<file path="config.mk">
export PLATFORM = sky130hd
export DESIGN_NAME = iter_alu
export DESIGN_NICKNAME = d
export VERILOG_FILES = /design/src/rtl/iter_alu.sv
export SDC_FILE = /design/constraint.sdc
export NUM_CORES = 1
export LEC_CHECK = 0
export CAP_MARGIN = 0
export CORE_MARGIN = 3
export CORE_UTILIZATION = 55
export DETAILED_ROUTE_END_ITERATION = 10
export PLACE_DENSITY = 0.74
export SLEW_MARGIN = 0
export SYNTH_ARGS = -nofsm -noshare
export SYNTH_HDL_FRONTEND = slang
export SYNTH_SLANG_ARGS = --single-unit
</file>
<file path="constraint.sdc">
create_clock -name clk -period 7.7 [get_ports clk]
set_input_delay 1.155 -clock clk [delete_from_list [all_inputs] [get_ports clk]]
set_output_delay 1.155 -clock clk [all_outputs]
set_load 0.05 [all_outputs]
</file>
<file path="src/rtl/iter_alu.sv">
// iter_alu: valid/ready ALU, 1-cycle ops plus WIDTH-cycle shift-add multiply / restoring divide; ports clk rst_n in_valid in_ready A B sel out_valid out_ready result zero
module iter_alu #(
    parameter int WIDTH     = 32,
    parameter int MULDIV_EN = 1
) (
    input  logic             clk,
    input  logic             rst_n,
    input  logic             in_valid,
    output logic             in_ready,
    input  logic [WIDTH-1:0] A,
    input  logic [WIDTH-1:0] B,
    input  logic [3:0]       sel,
    output logic             out_valid,
    input  logic             out_ready,
    output logic [WIDTH-1:0] result,
    output logic             zero
);
    localparam int SW = $clog2(WIDTH);
    typedef enum logic [1:0] {IDLE, BUSY, DONE} state_t;
    state_t               state;
    logic [2*WIDTH-1:0]   acc;
    logic [2*WIDTH-1:0]   acc_nx;
    logic [WIDTH-1:0]     opb;
    logic [WIDTH-1:0]     res;
    logic [WIDTH-1:0]     quick;
    logic [SW-1:0]        cnt;
    logic [SW-1:0]        sa;
    logic [3:0]           op;
    logic [WIDTH:0]       sum;
    logic [WIDTH:0]       rsh;
    logic [WIDTH+1:0]     diff;
    logic                 hi;
    logic                 dv;
    logic                 slow;

    assign op   = (sel > 4'd13 || (MULDIV_EN == 0 && sel > 4'd9)) ? 4'd0 : sel;
    assign sa   = B[SW-1:0];
    assign slow = op >= 4'd10 && !(op[2] && B == '0);

    always_comb begin
        quick = A + B;
        case (op)
            4'd1:    quick = A - B;
            4'd2:    quick = A | B;
            4'd3:    quick = A ^ B;
            4'd4:    quick = A & B;
            4'd5:    quick = {{(WIDTH-1){1'b0}}, A < B};
            4'd6:    quick = {{(WIDTH-1){1'b0}}, $signed(A) < $signed(B)};
            4'd7:    quick = A << sa;
            4'd8:    quick = A >> sa;
            4'd9:    quick = $unsigned($signed(A) >>> sa);
            4'd12:   quick = '1;
            4'd13:   quick = A;
            default: quick = A + B;
        endcase
    end

    // acc holds {hi product, multiplier} for multiply and {remainder, dividend/quotient} for divide
    assign sum    = {1'b0, acc[2*WIDTH-1:WIDTH]} + (acc[0] ? {1'b0, opb} : '0);
    assign rsh    = acc[2*WIDTH-1:WIDTH-1];
    assign diff   = {1'b0, rsh} - {2'b0, opb};
    assign acc_nx = !dv ? {sum, acc[WIDTH-1:1]} :
                    diff[WIDTH+1] ? {acc[2*WIDTH-2:0], 1'b0} :
                    {diff[WIDTH-1:0], acc[WIDTH-2:0], 1'b1};

    assign in_ready  = state == IDLE;
    assign out_valid = state == DONE;
    assign result    = res;
    assign zero      = out_valid && res == '0;

    always_ff @(posedge clk or negedge rst_n) begin
        if (!rst_n) begin
            state <= IDLE;
            acc   <= '0;
            opb   <= '0;
            res   <= '0;
            cnt   <= '0;
            hi    <= 1'b0;
            dv    <= 1'b0;
        end else begin
            case (state)
                IDLE: if (in_valid) begin
                    if (slow) begin
                        state <= BUSY;
                        acc   <= {{WIDTH{1'b0}}, A};
                        opb   <= B;
                        hi    <= op[0];
                        dv    <= op[2];
                        cnt   <= '0;
                    end else begin
                        state <= DONE;
                        res   <= quick;
                    end
                end
                BUSY: begin
                    acc <= acc_nx;
                    cnt <= cnt + 1'b1;
                    if (cnt == SW'(WIDTH-1)) begin
                        state <= DONE;
                        res   <= hi ? acc_nx[2*WIDTH-1:WIDTH] : acc_nx[WIDTH-1:0];
                    end
                end
                DONE: if (out_ready) begin
                    state <= IDLE;
                    res   <= '0;
                end
                default: state <= IDLE;
            endcase
        end
    end
endmodule

</file>
* Word level (Yosys, flattened, before mapping)
Cells that the tools add are included.
** Storage, ports and cells
- Latch bits :: 0
- Bits of input ports :: 72
- Bits in writable memories :: 0
- Flip-flop bits (word level) :: 137
- Word-level logic and storage cells :: 76
- Memories kept :: 0
- Bits in read-only memories :: 0
- Output and inout port bits :: 35
** Operators by class
- Multipliers :: 0
- Shift-type cells :: 3
- Divide/modulo/power cells :: 0
- Reduce and logical (&&, ||, !) cells :: 13
- Bitwise operators :: 3
- Order comparisons :: 4
- Add/sub/neg operators :: 5
- Eq/ne operators :: 19
- Muxes and demuxes :: 22
** Operators with widths (number)
- $pmux 32 s11 :: 1
- $mux 64 :: 4
- $mux 32 :: 6
- $pmux 64 s2 :: 1
- $pmux 32 s3 :: 1
- $logic_not 32->1 :: 2
- $lt 32x32->1 :: 2
- $sub 33x32->34 :: 1
- $add 32x32->33 :: 1
- $add 32x32->32 :: 1
- $and 32x32->32 :: 1
- $or 32x32->32 :: 1
- $shl 32x5->32 :: 1
- $shr 32x5->32 :: 1
- $sshr 32x5->32 :: 1
- $sub 32x32->32 :: 1
- $xor 32x32->32 :: 1
- $eq 4x3->1 const B :: 4
- $eq 4x4->1 const B :: 4
- $mux 5 :: 2
- $pmux 5 s2 :: 1
- $reduce_and 3->1 :: 3
- $eq 4x2->1 const B :: 2
- $mux 2 :: 4
- other kinds (17) :: 22

* Depth between registers and ports, before layout
- Depth after elaboration :: 8
- Depth in mapped cells :: 17

* Worst setup path before layout
No wires, ideal clock.
- Path type :: in2reg
- From :: input port B[2]
- To :: register res[24], in the netlist result[24]
- Setup time :: 0.140 ns
- Data arrival time :: 4.733 ns
- Stages :: 17
- Path slack :: 2.827 ns
- Path buffers :: 5
- Path through :: buf_2 inv_1 clkbuf_1 buf_2 buf_1 ha_1 clkbuf_1 nand2b_1 a21oi_1 o32a_1 a211oi_2 o21ai_0 a21oi_1 o311a_1 or3b_1 nand4_1 o211ai_1
** Between the ends
- Cells in the longest elaborated chain, start to end :: 6
- Elaborated cells between the ends (all ways) :: 15
** RTL lines
- from (decl) :: RTL line 11 : input logic [WIDTH-1:0] B,
- branches (longest 6 deep; another with $add 32x32->32)
- to (signal assigned) :: RTL line 92 : res <= quick;
- to (signal assigned) :: RTL line 100 : res <= hi ? acc_nx[2*WIDTH-1:WIDTH] : acc_nx[WIDTH-1:0];
- to (decl) :: RTL line 24 : logic [WIDTH-1:0] res;
Parallel ways; which one is timed is not known. The select of a mux whose other input is x is not followed.
A chain may end at the register's enable or synchronous reset.

* Worst setup path in the final report
- From :: input port A[1]
- To :: register res[15], in the netlist result[15]
** Between the ends
- Cells in the longest elaborated chain, start to end :: 5
- Elaborated cells between the ends (all ways) :: 9
** RTL lines
- from (decl) :: RTL line 10 : input logic [WIDTH-1:0] A,
- $add 32x32->32, or another cell as far along :: RTL line 54 : default: quick = A + B;
- $pmux 32 s11 (*) :: RTL line 42 : case (op)
- $mux 32 (*) :: RTL line 83 : if (slow) begin
- $mux 32 (*) :: RTL line 82 : IDLE: if (in_valid) begin
- $pmux 32 s3 (*) :: RTL line 81 : case (state)
Mark *: on every way between the ends. The rest lies on a longest branch, timed or not. The select of a mux whose other input is x is not followed.

==> impl_metrics.json <==
{
  "dp_slack_ns": 2.19,
  "drv_cap": 0,
  "hpwl_um": 66300,
  "whs_ns": 0.491,
  "syn_to_final_growth_pct": 9.30,
  "ios": 107,
  "async_flop_share": 1.00,
  "clock-sinks": 137,
  "synth_ff_type": "dfrtp_1",
  "synth_edf_count": 0,
  "die_x_um": 195,
  "syn_area_per_cell_um2": 7.47,
  "grt_pass1_wl_um": 130000,
  "root_buffer": "clkbuf_16",
  "overflow": 0,
  "r2r_slack_ns": 3.31,
  "fp.dieH_um": 195,
  "first_pass_iters": 6,
  "layout_setup_ws_ns": 2.43,
  "fin_crit_ns": 5.27,
  "cts_hold_buf": 0,
  "arrival_ns": 5.55,
  "initial_core_util": 0.562,
  "hold_path_class": "flop to flop",
  "setup_viol": 0,
  "end_kind": "flop",
  "power.density_nw_per_um2": 282,
  "first_global_vias": 20700,
  "cellLeakagePower_nw": 9.25,
  "yosysTopAreaCellShare": 0.175,
  "start_kind": "input pin",
  "grt_max_degree": 88,
  "mostFrequentLayoutCells": "nand2_1, nor2_1, o21ai_0, a21oi_1, ha_1",
  "rr_worst_depth": 14,
  "antenna_found_initial": 1,
  "tns_ns": 0,
  "hold_depth": 2,
  "via_count": 22200,
  "fin_crit_sh": 0.684,
  "wl_um": 87900,
  "nets": 2842,
  "layout.cells.non_filler": 3069,
  "synth_area_um2": 19600,
  "yosysWarnings": 0,
  "fin_skew_ns": 0.0111,
  "worstHoldStart": "cnt[4]",
  "r2r-start": "acc[0]",
  "ant_nets": 0,
  "avgViaCountPerCell": 7.24,
  "final_common_cell": "nand2_1",
  "rsz0062_at_grt": "false",
  "post_cts.repair.setup_buffers": 0,
  "cts_buffers": 17,
  "cts_resized": 0,
  "holdPathEnd": "cnt[4]",
  "nFillCells": 3216,
  "synth-seq-cells": 137,
  "clock_latency_ns": 0.43,
  "io_buffer_count": 106,
  "core_um2": 34800,
  "drc": 0,
  "placedCellCount": 3035,
  "multi_input_area_um2": 14800,
  "tritoncts": "yes",
  "h-tree-depth": 4,
  "worstPathRequired_ns": 7.98,
  "outcome": "complete, no violations",
  "crit_path_max_fanout": 12,
  "path_class": "input pin to flop",
  "seq_area_frac_synth": 0.175,
  "postSynthCellCount": 2618,
  "fmax_ghz": 0.190,
  "synth_area_leaders": "dfrtp_1, ha_1, mux4_2, o21ai_0, a21oi_1",
  "synth.largest_area_cell": "dfrtp_1",
  "tightest_slew_ns": 1.11,
  "drtIter0Drc": 3357,
  "die_area_um2": 37900,
  "grt_use_total": 0.445,
  "clk_pin_slew_ns": 0.06,
  "row_count": 68,
  "vdd_drop_max_v": 0.000228,
  "timing.rr.end": "acc[59]",
  "synth.distinct_cells": 94,
  "slew_violations": 0,
  "hold_viol": 0,
  "regArea_um2": 3430,
  "clk_path_buf_depth": 2,
  "place.gp.congestion": 1.11,
  "layout-drive-gt1-share": 0.0800,
  "wl_per_cell_um": 28.6,
  "postSynthNetCount": 2861,
  "max_slew_margin": 0.259
}
cells in the mapped netlist, types with 21 or more instances:
master	instances
o211ai_1	43
nor3_1	62
buf_2	21
xor2_1	26
nor2_1	260
a21o_1	43
or3_1	24
dfrtp_1	137
o21ai_0	247
nand3_1	64
nand2_1	293
a22oi_1	28
nand2b_1	22
and2_1	41
xnor2_1	34
buf_1	27
mux2i_1	77
ha_1	167
a21oi_1	220
a221oi_1	24
mux4_2	63
a31oi_1	23
o31ai_1	25
inv_1	144
clkbuf_1	138
power by group:
group	leakage [nW]	internal, mW	total (mW)	switching, mW
Sequential	1.78	0.992	1.35	0.360
Clock	0.280	0.461	0.815	0.355
Combinational	7.19	1.34	3.87	2.53
layer usage:
metal	wire length [µm]	global-route usage	up-vias	share of wire
li1	-	-	9598	-
met1	31800	0.571	10500	0.36
met2	37900	0.685	1802	0.43
met3	11400	0.102	356	0.13
met4	6720	0.268	2	0.076
met5	12	0	-	0.00014
per-stage QoR:
step                      cell area [µm²]  utilization  power, mW
after global placement              20800        0.598       4.93
after floorplan                     19600            -       3.83
after global routing                21400        0.614       6.33
after CTS                           21400        0.614       5.87
after detailed placement            20800        0.598       5.03
final                               21400        0.615       6.04
sequential cells by signal, summed over array words and instances, names as in the netlist:
register / flops
acc: 64
result: 32
hi: 1
state: 2
cnt: 5
dv: 1
opb: 32
worst max-delay path by stage:
stage          start         end  slack [ns]
2_1_floorplan   B[2]  result[24]        2.83
3_3_place_gp    A[1]  result[15]        2.20
3_5_place_dp    A[1]  result[15]        2.19
4_1_cts         A[1]  result[15]        2.64
5_1_grt         A[1]  result[15]        2.12
6_report        A[1]  result[15]        2.43
worst max-delay path, cell delays in order:
cell	delay (ns)
clkdlybuf4s50_1	0.89
inv_1	0.18
ha_1	0.37
a21o_1	0.18
a21oi_1	0.25
o21ai_0	0.30
a41oi_1	0.81
o21ai_0	0.20
a21oi_1	0.24
o21ai_0	0.10
a2111oi_0	0.68
o21ai_0	0.18
cells by family (layout without fill, tap and decap cells):
logic type               count (synthesis)  in the layout  synth area share
AND/OR/NAND/NOR                        878            878             0.207
multiplexers                           152            152             0.119
adder cells (fa/ha/maj)                171            171             0.111
buffers and inverters                  341            335            0.0687
other                                    0              2                 0
XOR/XNOR                                60             60            0.0269
flip-flops                             137            137             0.175
AO/OA/AOI/OAI                          879            879             0.292
final cells by class:
type,instances,area share
clock buffer,18,0.0205
clock inverter,14,0.00655
inverter,148,0.0260
tap,455,0.0266
timing repair buffer,155,0.0661
sequential,137,0.160
multi-input combinational,2140,0.694
antenna,2,0.000234
(Power assumes the default switching activity.)
